File: config.mk
export PLATFORM = sky130hd
export DESIGN_NAME = ex_stage
export DESIGN_NICKNAME = d
export VERILOG_FILES = /design/src/rtl/ex_pkg.sv /design/src/rtl/ex_alu.sv /design/src/rtl/ex_stage.sv
export SDC_FILE = /design/constraint.sdc
export NUM_CORES = 1
export LEC_CHECK = 0
export ABC_CLOCK_PERIOD_IN_PS = 13350
export CAP_MARGIN = 15
export CORE_MARGIN = 4
export CORE_UTILIZATION = 30
export DETAILED_ROUTE_END_ITERATION = 7
export SYNTH_ARGS = -nofsm -noshare
export SYNTH_HDL_FRONTEND = slang
export SYNTH_SLANG_ARGS = --single-unit
File: constraint.sdc
create_clock -name clk -period 13.35 [get_ports clk]
set_input_delay 4.005 -clock clk [delete_from_list [all_inputs] [get_ports clk]]
set_output_delay 4.005 -clock clk [all_outputs]
set_load 0.01 [all_outputs]
File: src/rtl/ex_pkg.sv
// Shared definitions for the execute stage: ALU opcode enumeration and default datapath width.
package ex_pkg;

    localparam int EX_WIDTH = 64;

    typedef enum logic [1:0] {
        ALU_ADD = 2'b00,
        ALU_SUB = 2'b01,
        ALU_AND = 2'b10,
        ALU_OR  = 2'b11
    } alu_op_e;

    function automatic logic is_all_zero(input logic [EX_WIDTH-1:0] value, input int width);
        logic acc;
        acc = 1'b1;
        for (int i = 0; i < EX_WIDTH; i++) begin
            if (i < width && value[i]) begin
                acc = 1'b0;
            end
        end
        return acc;
    endfunction

endpackage

File: src/rtl/ex_alu.sv
// Combinational ALU for the execute stage: add, subtract, and, or with zero detect.
module ex_alu
    import ex_pkg::*;
#(
    parameter int WIDTH = EX_WIDTH
) (
    input  logic [WIDTH-1:0] a,
    input  logic [WIDTH-1:0] b,
    input  logic [1:0]       alu_op,
    output logic [WIDTH-1:0] result,
    output logic             zero
);

    logic [WIDTH-1:0] and_bits;
    logic [WIDTH-1:0] or_bits;
    alu_op_e          op;

    assign op = alu_op_e'(alu_op);

    genvar gi;
    generate
        for (gi = 0; gi < WIDTH; gi++) begin : g_logic_bits
            assign and_bits[gi] = a[gi] & b[gi];
            assign or_bits[gi]  = a[gi] | b[gi];
        end
    endgenerate

    // Carry and overflow are intentionally discarded; results wrap modulo 2^WIDTH.
    always_comb begin
        result = '0;
        case (op)
            ALU_ADD: result = a + b;
            ALU_SUB: result = a - b;
            ALU_AND: result = and_bits;
            ALU_OR:  result = or_bits;
            default: result = '0;
        endcase
    end

    assign zero = ~|result;

endmodule

File: src/rtl/ex_stage.sv
// Execute pipeline stage: ALU, branch target and PC+4 adders, and the EX/MEM pipeline register.
module ex_stage
    import ex_pkg::*;
#(
    parameter int WIDTH = EX_WIDTH
) (
    input  logic             clk,
    input  logic             rst,
    input  logic [WIDTH-1:0] pc_in,
    input  logic [WIDTH-1:0] rs1_data,
    input  logic [WIDTH-1:0] rs2_data,
    input  logic [WIDTH-1:0] imm,
    input  logic             alu_src,
    input  logic [1:0]       alu_op,
    input  logic             branch,
    input  logic             mem_read,
    input  logic             mem_write,
    input  logic             mem_to_reg,
    input  logic             reg_write,
    input  logic [4:0]       rd_in,
    input  logic             flush,
    output logic [WIDTH-1:0] alu_result,
    output logic             zero,
    output logic [WIDTH-1:0] store_data,
    output logic [WIDTH-1:0] branch_target,
    output logic [WIDTH-1:0] pc_plus4,
    output logic             pc_src,
    output logic             mem_read_out,
    output logic             mem_write_out,
    output logic             mem_to_reg_out,
    output logic             reg_write_out,
    output logic [4:0]       rd_out
);

    logic [WIDTH-1:0] operand_b;
    logic [WIDTH-1:0] alu_result_next;
    logic             alu_zero_next;
    logic [WIDTH-1:0] branch_target_next;
    logic [WIDTH-1:0] pc_plus4_next;
    logic             pc_src_next;

    logic [WIDTH-1:0] alu_result_reg;
    logic             zero_reg;
    logic [WIDTH-1:0] store_data_reg;
    logic [WIDTH-1:0] branch_target_reg;
    logic [WIDTH-1:0] pc_plus4_reg;
    logic             pc_src_reg;
    logic             mem_read_reg;
    logic             mem_write_reg;
    logic             mem_to_reg_reg;
    logic             reg_write_reg;
    logic [4:0]       rd_reg;

    assign operand_b = alu_src ? imm : rs2_data;

    ex_alu #(
        .WIDTH (WIDTH)
    ) u_alu (
        .a      (rs1_data),
        .b      (operand_b),
        .alu_op (alu_op),
        .result (alu_result_next),
        .zero   (alu_zero_next)
    );

    // Both adders wrap; the shifted-out immediate MSB is simply lost.
    assign branch_target_next = pc_in + {imm[WIDTH-2:0], 1'b0};
    assign pc_plus4_next      = pc_in + WIDTH'(4);
    assign pc_src_next        = branch & alu_zero_next;

    always_ff @(posedge clk) begin
        if (!rst) begin
            alu_result_reg    <= '0;
            zero_reg          <= 1'b0;
            store_data_reg    <= '0;
            branch_target_reg <= '0;
            pc_plus4_reg      <= '0;
            pc_src_reg        <= 1'b0;
            mem_read_reg      <= 1'b0;
            mem_write_reg     <= 1'b0;
            mem_to_reg_reg    <= 1'b0;
            reg_write_reg     <= 1'b0;
            rd_reg            <= '0;
        end else begin
            alu_result_reg    <= alu_result_next;
            zero_reg          <= alu_zero_next;
            store_data_reg    <= rs2_data;
            branch_target_reg <= branch_target_next;
            pc_plus4_reg      <= pc_plus4_next;
            rd_reg            <= rd_in;
            // A flushed instruction keeps its datapath values but loses all side effects.
            if (flush) begin
                pc_src_reg     <= 1'b0;
                mem_read_reg   <= 1'b0;
                mem_write_reg  <= 1'b0;
                mem_to_reg_reg <= 1'b0;
                reg_write_reg  <= 1'b0;
            end else begin
                pc_src_reg     <= pc_src_next;
                mem_read_reg   <= mem_read;
                mem_write_reg  <= mem_write;
                mem_to_reg_reg <= mem_to_reg;
                reg_write_reg  <= reg_write;
            end
        end
    end

    assign alu_result     = alu_result_reg;
    assign zero           = zero_reg;
    assign store_data     = store_data_reg;
    assign branch_target  = branch_target_reg;
    assign pc_plus4       = pc_plus4_reg;
    assign pc_src         = pc_src_reg;
    assign mem_read_out   = mem_read_reg;
    assign mem_write_out  = mem_write_reg;
    assign mem_to_reg_out = mem_to_reg_reg;
    assign reg_write_out  = reg_write_reg;
    assign rd_out         = rd_reg;

endmodule

==> results of run 1 <==
## worst max path at each step
stage,to,slack (ns),cells after the start
4_1_cts,pc_src$_SDFF_PP0_,2.62,22
3_3_place_gp,pc_src$_SDFF_PP0_,2.26,23
5_1_grt,pc_src$_SDFF_PP0_,1.99,22
6_report,pc_src$_SDFF_PP0_,2.58,22
3_5_place_dp,pc_src$_SDFF_PP0_,2.03,22
2_1_floorplan,pc_src$_SDFF_PP0_,1.94,33
## layout by cell type (no fill, tap or decap), drive strengths merged, types with 14 or more instances in the layout
master,n
a221oi,14
mux2,30
nand2,225
mux2i,60
xnor2,94
dfxtp,266
nor4,22
o21a,21
nor3b,14
and3,28
clkdlybuf4s50,535
buf,15
a21oi,237
ha,129
nor3,83
or3,24
a21o,51
o211ai,17
maj3,30
o21ai,161
inv,82
nand4,46
clkbuf,45
a211oi,23
a31oi,19
xor2,117
nor2,315
o31ai,14
nor2b,20
o21bai,31
and2,113
nand3,45
## logic make-up (layout without fill, tap and decap cells)
kind of cell | Yosys count | count (layout)
and+or+nand+nor | 996 | 996
muxes | 90 | 90
adders and majority gates | 161 | 161
AOI/OAI and AO/OA | 680 | 680
other | 0 | 13
buffers and inverters | 194 | 684
xor gates and xnor gates | 211 | 211
DFF | 266 | 266
## layer usage
layer	GRT usage, %	vias to the layer above	share of wire, %
met2	38.1	861	45
met4	8.32	2	3.5
met3	4.63	141	7.3
met5	0	-	0.014
met1	32.2	9812	44
li1	-	10300	-
## critical path: stages
cell,delay [ns]
buf_6,0.32
buf_4,0.87
mux2_2,0.47
nor3b_1,0.33
a41o_1,0.38
o21ai_1,0.23
nor3_1,0.74
o21ai_0,0.26
xnor2_1,0.20
ha_1,0.48
nand4_1,0.19
nor3_1,0.35
nor2_1,0.09
mux2i_1,0.22
o311ai_0,0.19
nor4_1,0.20
nand4_1,0.13
nor3_1,0.26
nand4b_1,0.18
nor4_1,0.58
nand4_1,0.20
nor4_1,0.30
## cell type report
type,instances,area [µm²],area share [%]
diodes,13,32.5,0.120
clock buffers,45,898,3.31
clock inverters,8,123,0.452
inverters,81,307,1.13
multi-input cells,2138,13900,51.2
flip-flops and latches,266,5330,19.6
well taps,864,1080,3.99
repair buffers,550,5470,20.2
## power by group through the flow
stage	combinational [mW]	clock [mW]	sequential, mW
after floorplan	0.615	0	0.947
after global placement	1.17	0	0.906
after detailed placement	1.16	0	0.908
after CTS	1.16	0.886	0.892
after global routing	1.26	0.923	0.898
final	1.17	0.866	0.892
## through the flow
stage | util, % | setup slack, ns
2_1_floorplan | - | 1.94
3_3_place_gp | 39.5 | 2.26
3_5_place_dp | 39.5 | 2.03
4_1_cts | 41.0 | 2.62
5_1_grt | 41.1 | 1.99
6_report | 41.1 | 2.58
==> impl_metrics.csv, run 1 <==
group,metric,value,unit
status,status,"completed",
power_and_ir_drop,pwr-share-comb,40.1,%
worst_hold_path,whs_path_depth,2,
yosys,synthTopCellsByArea,"dfxtp_1 27%, ha_1 8.1%, nor2_1 5.9%, a21oi_1 5.9%, xor2_1 5.1%",
yosys,ys_seq_elements,266,
critical_path,cp_max_fo,92,
yosys,synthesis.area,20000,µm²
placement,dp_cells,3899,
critical_path,cp_data_arrival_time,11.24,ns
flow_run,max_cap_viol_count,0,
cts,cts_root_buf,"clkbuf_16",
placement,dp_hpwl,74500,µm
final_layout,layout.cells.non_filler,3965,
critical_path,crit_start,"alu_src",
yosys,synth_most_common_cell,"nor2_1",
power_and_ir_drop,ir_drop,0.0000980,V
cts,clock_sinks,266,
yosys,syn_inst,2598,
power_and_ir_drop,total_leakage_power,10.7,nW
power_and_ir_drop,intPower,1.89,mW
cts,cts_buffer_depth,3,
power_and_ir_drop,power.switching,1.04,mW
global_route,grt_usage,23.8,%
worst_hold_path,hold_path.class,"input port to flop",
detailed_routing,routed_wl,89900,µm
yosys,synth_top_area_share,26.6,%
detailed_routing,antenna_left,0,
worst_hold_path,holdPathEnd,"pc_plus4[1]$_SDFF_PN0_",
global_route,grt_max_degree,93,
detailed_routing,drt_first_iter_violations,1729,
power_and_ir_drop,clkPwrFrac,29.5,%
yosys,synth_flop_cell,"dfxtp_1",
detailed_routing,drc,0,
final_layout,stdcell_area,27100,µm²
die,row_count,94,
die,start_util,30.3,%
placement,place_congestion,0.994,
cts,path_clk_slew,0.06,ns
detailed_routing,vias_per_cell,5.31,
power_and_ir_drop,pwr-share-seq,30.4,%
critical_path,path_class,"input port to flop",
die,die_y,266,µm
yosys,syn_nets,3001,
yosys,yosysWarningCount,0,
yosys,async_reset_ff_share,0,%
global_route,grt_overflow,0,
final_layout,syn2layout_area_growth,35.5,%
critical_path,worstPathRequired,13.83,ns
cts,cts_hold_buf,0,
yosys,synth_compound_area_share,21.2,%
placement,port_buffers,538,
critical_path,start_kind,"input port",
power_and_ir_drop,sw_frac_of_total,35.6,%
yosys,yosys.area_share.simple,24.4,%
timing,tightest_slew,1.05,ns
die,io_pins,539,
yosys,synth.largest_area_cell,"dfxtp_1",
placement,placedInstanceArea,26100,µm²
die,dieArea,70900,µm²
yosys,yosysSeqAreaShare,26.6,%
cts,cts_setup_buffers,0,
yosys,synth_edf_count,0,
timing,drv_slew,0,
timing,whs,3.95,ns
yosys,synth_cell_types,99,
timing,period_needed,10.77,ns
detailed_routing,wl_per_cell,22.7,µm
timing,setup_tns,0,ns
final_layout,fillCellCount,6784,
yosys,synthXorXnorAreaFrac,9.24,%
yosys,synth.top_cells.by_count,"314 x nor2_1, 266 x dfxtp_1, 234 x a21oi_1, 225 x nand2_1, 131 x o21ai_0",
global_route,antenna_found_initial,12,
die,core_region_area,66000,µm²
die,die_w,266,µm
cts,cts_tree,"done",
timing,hold_violations,0,
final_layout,layout.nets,3471,
yosys,synth_mux_area_share,4.75,%
cts,cts_made_buffers,31,
timing,rsz0062_at_grt,"false",
detailed_routing,vias,21100,
cts,cts_max_level,1,
final_layout,layout-drive-gt1-share,4.24,%
yosys,yosys.area_share.adder,9.78,%
timing,finalSetupViolCount,0,
yosys,avgSynthCellArea,7.70,µm²
timing,period_share,80.6,%
power_and_ir_drop,p_per_area,108,nW/µm²
detailed_routing,dr.pass1.iters,6,
worst_hold_path,hp-start,"rst",
yosys,synth_top_family_by_area,"simple AND/OR/NAND/NOR gates",
timing,max_freq,0.0929,GHz
cts,cts_resized,0,
timing,worst_slew_margin_rel,30.3,%
global_route,grt_pass1_vias,20100,
critical_path,endpoint_kind,"flop",
global_route,grt_pass1_wl,129000,µm
power_and_ir_drop,total_power,2.93,mW
(Power assumes the default switching activity.)
==> run 2, diff against run 1 <==
--- a/config.mk
+++ b/config.mk
@@ -5,7 +5,7 @@
 export SDC_FILE = /design/constraint.sdc
 export NUM_CORES = 1
 export LEC_CHECK = 0
-export ABC_CLOCK_PERIOD_IN_PS = 13350
+export ABC_CLOCK_PERIOD_IN_PS = 10500
 export CAP_MARGIN = 15
 export CORE_MARGIN = 4
 export CORE_UTILIZATION = 30
==> constraint.sdc (replaced) <==
create_clock -name clk -period 10.5 [get_ports clk]
set_input_delay 3.15 -clock clk [delete_from_list [all_inputs] [get_ports clk]]
set_output_delay 3.15 -clock clk [all_outputs]
set_load 0.01 [all_outputs]
==> run 2 against run 1 <==
Effect of this change:
- hold slack worse by 0.84 ns
- via count is 0.11% higher
- total power is 26% higher
- clock-buffer cell count is 2 lower
- largest cell class unchanged
- highest routed layer is now met4
- cell area is 0.33% higher
- die area stayed put
==> impl_metrics.csv, run 2 (synthesized netlist as in run 1, its figures left out) <==
group,metric,value,unit
die,die_w,266,µm
timing,rsz0062_at_grt,"false",
detailed_routing,maxUsedRoutingLayer,"met4",
cts,cts_resized,0,
critical_path,cp_data_arrival_time,10.10,ns
detailed_routing,wl_per_cell,22.6,µm
global_route,antenna_found_initial,11,
die,io_pins,539,
cts,cts_made_buffers,31,
critical_path,worstPathRequired,11.01,ns
cts,clock_sinks,266,
critical_path,endpoint_kind,"flop",
worst_hold_path,hp-start,"rst",
timing,period_needed,9.59,ns
global_route,grt_pass1_wl,128000,µm
placement,dp_hpwl,74500,µm
die,start_util,30.3,%
timing,period_share,91.3,%
timing,worst_slew_margin_rel,34.2,%
power_and_ir_drop,p_per_area,136,nW/µm²
cts,cts_hold_buf,0,
global_route,grt_pass1_vias,19700,
critical_path,cp_max_fo,9,
die,die_y,266,µm
die,core_region_area,66000,µm²
die,row_count,94,
final_layout,final_common_cell,"clkdlybuf4s50_1",
final_layout,layout-drive-gt1-share,4.83,%
critical_path,slowest_stage,"or4_1",
global_route,grt_overflow,0,
critical_path,worst-path-stages,23,
placement,port_buffers,538,
status,status,"completed",
detailed_routing,drt_first_iter_violations,1722,
global_route,grt_usage,23.7,%
final_layout,fillCellCount,6787,
detailed_routing,drc,0,
detailed_routing,wl_met3,5540,µm
cts,path_clk_slew,0.06,ns
timing,tightest_slew,0.960,ns
timing,max_freq,0.104,GHz
die,dieArea,70900,µm²
timing,hold_violations,0,
worst_hold_path,hold_path.class,"input port to flop",
power_and_ir_drop,total_leakage_power,10.7,nW
cts,cts_setup_buffers,0,
critical_path,path_class,"input port to flop",
critical_path,slowest_delay,0.60,ns
detailed_routing,routed_wl,89900,µm
detailed_routing,dr_wl_met2,41300,µm
power_and_ir_drop,ir_drop,0.000133,V
flow_run,max_cap_viol_count,0,
cts,cts_root_buf,"clkbuf_16",
final_layout,final_util,41.2,%
detailed_routing,antenna_left,0,
worst_hold_path,holdPathEnd,"alu_result[10]$_SDFF_PN0_",
timing,setup_tns,0,ns
detailed_routing,vias_per_cell,5.30,
critical_path,cp_cell_sequence,"clkdlybuf4s50_1 > mux2i_1 > ha_1 > nand2_1 > or2_4 > nor4_4 > nand3_2 > or3_4 > or4_1 > nor2_1 > nor2_1 > xnor2_1 > ha_1 > nand4_1 > nor3_1 > nand2_1 > o31ai_1 > xor2_1 > a21oi_1 > or4b_1 > nor4_1 > nand4_1 > nor4_1",
final_layout,layout.nets,3486,
critical_path,start_kind,"input port",
global_route,grt_max_degree,98,
timing,drv_slew,0,
critical_path,crit_buf_inv,1,
final_layout,syn2layout_area_growth,36.0,%
cts,cts_max_level,1,
cts,cts_buffer_depth,3,
critical_path,cp_top_family,"simple AND/OR/NAND/NOR gates",
final_layout,layout_common_cells,"535 x clkdlybuf4s50_1, 313 x nor2_1, 266 x dfxtp_1",
detailed_routing,wl_met1,40800,µm
worst_hold_path,whs_path_depth,2,
detailed_routing,vias,21100,
timing,finalSetupViolCount,0,
cts,cts_tree,"done",
placement,place_congestion,0.978,
detailed_routing,dr.pass1.iters,5,
[run 2: cell types whose count changed in the layout (fill, tap and decap cells not counted)]
| cell | delta |
|---|---|
| buf_4 | +15 |
| clkbuf_8 | +1 |
| bufinv_16 | -2 |
| diode_2 | -3 |
| inv_16 | +1 |
| clkbuf_1 | -3 |
| clkinv_2 | +4 |
| inv_6 | +1 |
| inv_4 | -1 |
[run 2: final cells by class]
class	count	area, µm²	share of cell area (%)
clock buffer	43	901	3.31
tap	864	1080	3.97
sequential	266	5330	19.6
multi-input combinational	2138	13900	51.0
clock inverter	11	103	0.377
inverter	81	309	1.14
antenna	10	25.0	0.0920
timing repair buffer	565	5580	20.5
[run 2: layer usage]
layer	vias up	GRT usage, %
met3	101	2.99
met5	-	0
met1	9932	33.2
li1	10300	-
met2	776	38.7
met4	0	6.48
[run 2: worst max path at each step]
stage	startpoint	end	slack [ns]
3_3_place_gp	imm[1]	zero$_SDFF_PN0_	0.59
3_5_place_dp	imm[1]	zero$_SDFF_PN0_	0.41
6_report	imm[1]	zero$_SDFF_PN0_	0.91
2_1_floorplan	alu_src	pc_src$_SDFF_PP0_	0.12
5_1_grt	imm[1]	zero$_SDFF_PN0_	0.52
4_1_cts	imm[1]	zero$_SDFF_PN0_	1.04
[run 2: report_power, final]
group	leakage, nW	switching, mW	internal [mW]	total (mW)
logic	8.01	0.859	0.639	1.50
clock network	0.504	0.453	0.620	1.07
registers	2.22	0.0260	1.11	1.13
total	10.7	1.34	2.37	3.70
[run 2: metrics by stage]
step	setup WS (ns)	std cells	total power [mW]	hold slack (ns)	instance area, µm²
final	0.912	3978	3.70	3.10	27200
after global routing	0.523	3978	3.89	3.09	27200
after CTS	1.04	3968	3.72	3.07	27200
after detailed placement	0.406	3914	2.63	3.72	26200
after global placement	0.590	3914	2.64	3.72	26200
after floorplan	0.124	2598	1.99	3.22	20000
==> patch 1, RTL diff (config.mk and constraints of run 2) <==
The package constant `EX_WIDTH` goes from 64 to 72.
--- a/src/rtl/ex_pkg.sv
+++ b/src/rtl/ex_pkg.sv
@@ -3,3 +3,3 @@
 
-    localparam int EX_WIDTH = 64;
+    localparam int EX_WIDTH = 72;
 
Ports: changed (8 resized); port bits go from 539 to 603. The function was not compared with the original's and may differ.
==> patch 1 against run 2 <==
  * First-iteration DRC count is 41% higher
  * Cell area is 14% higher
  * Sequential cell count is 32 higher
  * Synthesized area is 13% higher
  * Critical path type unchanged
  * Power is 19% higher
  * Setup slack worse by 0.12 ns
  * Wire length is 21% higher
==> patch 1: results (changes against run 2) <==
Place
  • Routability congestion estimate: 0.945 (-3.3%)
  • Post-DP HPWL: 89.3 mm (+20%)
  • Dpl cell area: 0.0297 mm^2 (+13%)
  • Placement Setup Slack: 0.334 ns (-0.0719 ns)
  • I/O Buffers: 602 (+12%)

Status
  • Outcome: finished clean

Global route
  • Largest net degree at the start of global routing: 99 (+1.0%)
  • Met1 Track Usage GR: 35.6% (+2.4 points)
  • Met3 track demand over resource: 4.18% (+1.2 points)
  • Antenna violations before repair: 14 (+3)
  • Gr usage total: 25.4% (+1.7 points)
  • Global-route wire length before repair: 156 mm (+21%)
  • Overflow after GRT: 0 (unchanged)
  • Vias in the first global route: 22,931 (+16%)
  • Met2 Use GR: 40.4% (+1.8 points)

Synth
  • Commonest cells in the netlist: 331 x nor2_1, 298 x dfxtp_1, 278 x a21oi_1
  • Top post-synthesis cells by area: dfxtp_1 26%, ha_1 8.0%, a21oi_1 6.1%
  • Post-Syn Nets: 3,417 (+14%)
  • Post-synthesis sequential area ratio: 26.3% (-0.34 points)
  • Synth Warn #: 0 (unchanged)
  • Most frequent cell after synthesis: nor2_1
  • Async S/R FF share, synth: 0% (unchanged)
  • Synth cell types: 86 (-13%)

Routing
  • Via count: 24,498 (+16%)
  • DR iter-0 viols: 2,430 (+41%)
  • Final wirelength: 109 mm (+21%)
  • DRT Pass-1 Iters: 6 (+1)

CTS
  • TritonCTS buffer count: 37 (+19%)
  • Worst-path clk slew: 0.06 ns (about the same)
  • Setup bufs post-CTS: 0 (unchanged)
  • CTS Buffer Depth: 3 (unchanged)
  • CTS root buf: clkbuf_16
  • Post-CTS sizing: 0 (unchanged)
  • H-tree lvl count: 2 (+1)

STA
  • Final setup viols: 0 (unchanged)
  • Worst-margin pin slew: 1.10 ns (+0.140 ns)

Power
  • Peak supply drop: 102 uV (-23%)
  • Internal: 2.79 mW (+18%)
  • Pleak: 12.2 nW (+14%)

Worst hold path
  • Worst Hold Class: primary input to flop

Critical path
  • Worst EP arrival: 10.17 ns (+0.07 ns)
  • Crit path max fanout: 10 (+1)

Layout
  • Final #Nets: 3,950 (+13%)
  • Layout cells sized above 1: 4.99% (+0.16 points)
  • Fillers: 7,647 (+13%)
==> patch 1: metrics by stage <==
step / instances / power (mW)
2_1_floorplan: 2966 / 2.26
3_3_place_gp: 4429 / 3.05
3_5_place_dp: 4429 / 3.03
4_1_cts: 4494 / 4.42
5_1_grt: 4505 / 4.62
6_report: 4507 / 4.40
==> patch 1: final cells by class <==
| type | instances | area, um^2 | share of cell area, % |
|---|---|---|---|
| diodes | 13 | 32.5 | 0.105 |
| clock buffers | 48 | 1040 | 3.35 |
| clock inverters | 17 | 228 | 0.736 |
| inverters | 91 | 347 | 1.12 |
| multi-input cells | 2426 | 15800 | 51.0 |
| flip-flops and latches | 298 | 5970 | 19.3 |
| well taps | 969 | 1210 | 3.92 |
| repair buffers | 645 | 6350 | 20.5 |
==> patch 1: logic make-up (layout without fill, tap and decap cells) <==
family                   after synthesis  count (layout)  synth area share (%)
multiplexers                          97              97                  4.51
adder cells (fa/ha/maj)              185             185                  9.86
AO/OA/AOI/OAI                        808             808                  22.5
other                                  0              13                     0
AND/OR/NAND/NOR                     1109            1109                  23.9
flip-flops                           298             298                  26.3
buffers and inverters                242             801                  4.21
XOR/XNOR                             227             227                  8.76
==> patch 1: final timing paths <==
| path | endpoint | slack (ns) | from | cells past startpoint |
|---|---|---|---|---|
| setup / recovery | zero | 0.79 | imm[8] | 24 |
| hold / removal | alu_result[31] | 3.01 | alu_op[1] | 2 |
==> patch 1: per-layer routing <==
metal | routed length, um | vias to the layer above
li1 | - | 11756
met1 | 49500 | 11549
met2 | 48500 | 1065
met3 | 7580 | 126
met4 | 2930 | 2
met5 | 20 | -
==> patch 1: power groups by stage <==
stage | combinational, mW | sequential [mW] | clock (mW)
global route | 1.90 | 1.28 | 1.44
floorplan | 0.911 | 1.35 | 0
global placement | 1.75 | 1.29 | 0
CTS | 1.75 | 1.27 | 1.40
detailed placement | 1.74 | 1.30 | 0
finish | 1.77 | 1.27 | 1.36
==> patch 1: worst max-delay path, stage by stage <==
cell and delay [ns]:
clkdlybuf4s50_1 0.52, or4b_2 0.77, o32ai_1 0.21, and4b_1 0.32, nand3b_1 0.17, nor3_1 0.41, and4b_1 0.30, nand2b_1 0.21
or2_2 0.43, nand2_1 0.11, xnor2_1 0.12, ha_1 0.36, a21oi_1 0.25, inv_1 0.07, a221o_1 0.34, a21oi_1 0.21
a21boi_0 0.38, a21oi_1 0.20, a21o_1 0.27, a41o_1 0.26, xor2_1 0.16, a2111oi_0 0.48, nand4b_1 0.21, nor4_1 0.25
==> patch 2, RTL diff (settings of run 2) <==
Without the edit above. `alu_result_reg`, `store_data_reg` and `rd_reg` no longer have a reset.
--- a/src/rtl/ex_stage.sv
+++ b/src/rtl/ex_stage.sv
@@ -72,5 +72,3 @@
         if (!rst) begin
-            alu_result_reg    <= '0;
             zero_reg          <= 1'b0;
-            store_data_reg    <= '0;
             branch_target_reg <= '0;
@@ -82,10 +80,6 @@
             reg_write_reg     <= 1'b0;
-            rd_reg            <= '0;
         end else begin
-            alu_result_reg    <= alu_result_next;
             zero_reg          <= alu_zero_next;
-            store_data_reg    <= rs2_data;
             branch_target_reg <= branch_target_next;
             pc_plus4_reg      <= pc_plus4_next;
-            rd_reg            <= rd_in;
             // A flushed instruction keeps its datapath values but loses all side effects.
@@ -107,2 +101,8 @@
 
+    always_ff @(posedge clk) begin
+        alu_result_reg <= alu_result_next;
+        store_data_reg <= rs2_data;
+        rd_reg         <= rd_in;
+    end
+
     assign alu_result     = alu_result_reg;
Formal check against the unedited RTL: not equivalent (Yosys sat finds a counterexample within 4 cycles, from zero or initial values and one cycle with rst low).
==> patch 2 against run 2 <==
  * Wire length down 1.5%
  * Synthesized area down 5.6%
  * Cell area is 4.0% lower
  * Critical path depth grew 2
  * Clock power grew 11%
  * Non-clock buffer count decreased by 11
  * Global-route usage up 1.1 points
  * Power is 5.0% higher
  * Largest power group unchanged
  * Sequential power up 4%
  * Sequential cell count stayed put
  * Setup slack worse by 0.070 ns
  * Largest cell class unchanged
  * Critical path type unchanged
==> patch 2: results (changes against run 2) <==
CTS
  • Post-CTS sizing: 0 (unchanged)
  • TritonCTS buffer count: 34 (+9.7%)
  • CTS Buffer Depth: 3 (unchanged)
  • H-tree lvl count: 2 (+1)
  • CTS root buf: clkbuf_16
  • Worst-path clk slew: 0.06 ns (about the same)
  • Setup bufs post-CTS: 0 (unchanged)

Global route
  • Met1 Track Usage GR: 34.7% (+1.5 points)
  • Gr usage total: 24.9% (+1.1 points)
  • Met2 Use GR: 39.8% (+1.1 points)
  • Largest net degree at the start of global routing: 112 (+14%)
  • Met3 track demand over resource: 4.18% (+1.2 points)
  • Global-route wire length before repair: 127 mm (-1.2%)
  • Vias in the first global route: 19,463 (-1.4%)
  • Antenna violations before repair: 9 (-2)

Synth
  • Post-synth top flop: dfxtp_1
  • Synth Warn #: 0 (unchanged)
  • Commonest cells in the netlist: 268 x nor2_1, 266 x dfxtp_1, 222 x nand2_1
  • Async S/R FF share, synth: 0% (unchanged)
  • Post-synthesis sequential area ratio: 28.2% (+1.6 points)
  • Top post-synthesis cells by area: dfxtp_1 28%, ha_1 8.5%, nor2_1 5.3%
  • Synth cell types: 90 (-9.1%)
  • Post-Syn Nets: 2,782 (-7.3%)

Power
  • Peak supply drop: 97.4 uV (-27%)
  • Pleak: 10.5 nW (-2.4%)
  • Internal: 2.51 mW (+6.1%)

Place
  • I/O Buffers: 538 (unchanged)
  • Placement Setup Slack: 0.354 ns (-0.0516 ns)
  • Routability congestion estimate: 0.931 (-4.9%)
  • Post-DP HPWL: 73.9 mm (-0.74%)

Layout
  • Layout cells sized above 1: 5.47% (+0.64 points)
  • Final #Nets: 3,266 (-6.3%)
  • Fillers: 6,167 (-9.1%)

Routing
  • DRT Pass-1 Iters: 6 (+1)
  • Final wirelength: 88.5 mm (-1.5%)
  • Via count: 20,015 (-5.1%)
  • DR iter-0 viols: 1,730 (+0.46%)

Run
  • # Max-Cap Violations: 0 (unchanged)

Critical path
  • Crit-path slowest cell: a2111oi_0
  • Slowest cell delay on critical path: 0.65 ns (+0.05 ns)
  • Worst EP arrival: 10.10 ns (about the same)
  • Crit path max fanout: 6 (-3)

Status
  • Outcome: finished clean

Die
  • Die W: 259 um (-2.7%)

STA
  • Tightest slew margin relative to the limit: 45.8% (+12 points)
  • Fmax: 104 MHz (-0.72%)

Worst hold path
  • Worst Hold Class: primary input to flop
## patch 2: cell types whose count changed after synthesis, sizes merged, moves of 20 or more
| cell | change |
|---|---|
| a21o | +47 |
| a21oi | -49 |
| and2 | -85 |
| mux2i | -29 |
| nor2 | -47 |
| o21ai | -20 |
## patch 2: per-layer routing
layer  share of wire [%]  vias up
li1                    -     9532
met1                  46     9594
met2                  45      780
met3                 6.8      109
met4                 2.6        0
met5                   0        -
## patch 2: area by class of cell
cell class,instances,share of cell area [%]
Multi-Input combinational cell,1943,49.3
Timing Repair Buffer,554,21.1
Sequential cell,266,20.4
Tap cell,837,4.01
Clock buffer,47,3.64
Inverter,64,0.924
Clock inverter,13,0.623
Antenna cell,7,0.0671
## patch 2: final timing paths
kind | cells after the start | start | end
max | 25 | imm[1] | pc_src
min | 1 | rd_in[3] | rd_out[3]
## patch 2: cells by family (layout without fill, tap and decap cells)
logic type,Yosys count,after routing,synth area share [%]
xor gates and xnor gates,216,216,10.0
AOI/OAI and AO/OA,639,639,21.6
buffers and inverters,170,678,3.70
DFF,266,266,28.2
muxes,76,76,4.42
and+or+nand+nor,845,845,21.4
adders and majority gates,167,167,10.7
other,0,7,0
## patch 2: worst max-delay path: cells and delay by family
| family | cells | cell delay, ns |
|---|---|---|
| and+or+nand+nor | 10 | 2.69 |
| AOI/OAI and AO/OA | 5 | 1.90 |
| buffers and inverters | 4 | 0.86 |
| muxes | 2 | 0.57 |
| adders and majority gates | 2 | 0.51 |
| xor gates and xnor gates | 2 | 0.39 |
## patch 2: power by group through the flow
stage          sequential (mW)  combinational, mW  clock (mW)
3_3_place_gp              1.19               1.51           0
6_report                  1.17               1.53        1.19
3_5_place_dp              1.19               1.51           0
5_1_grt                   1.18               1.64        1.25
2_1_floorplan             1.24              0.756           0
4_1_cts                   1.17               1.51        1.22
## patch 2: per-stage QoR
| stage | power (mW) | hold slack (ns) | instance area (um^2) | cells |
|---|---|---|---|---|
| after floorplan | 2.00 | 3.18 | 18900 | 2379 |
| after global placement | 2.70 | 3.61 | 25000 | 3664 |
| after detailed placement | 2.70 | 3.61 | 25000 | 3664 |
| after CTS | 3.90 | 3.03 | 26100 | 3724 |
| after global routing | 4.07 | 3.05 | 26100 | 3730 |
| final | 3.89 | 3.06 | 26100 | 3731 |
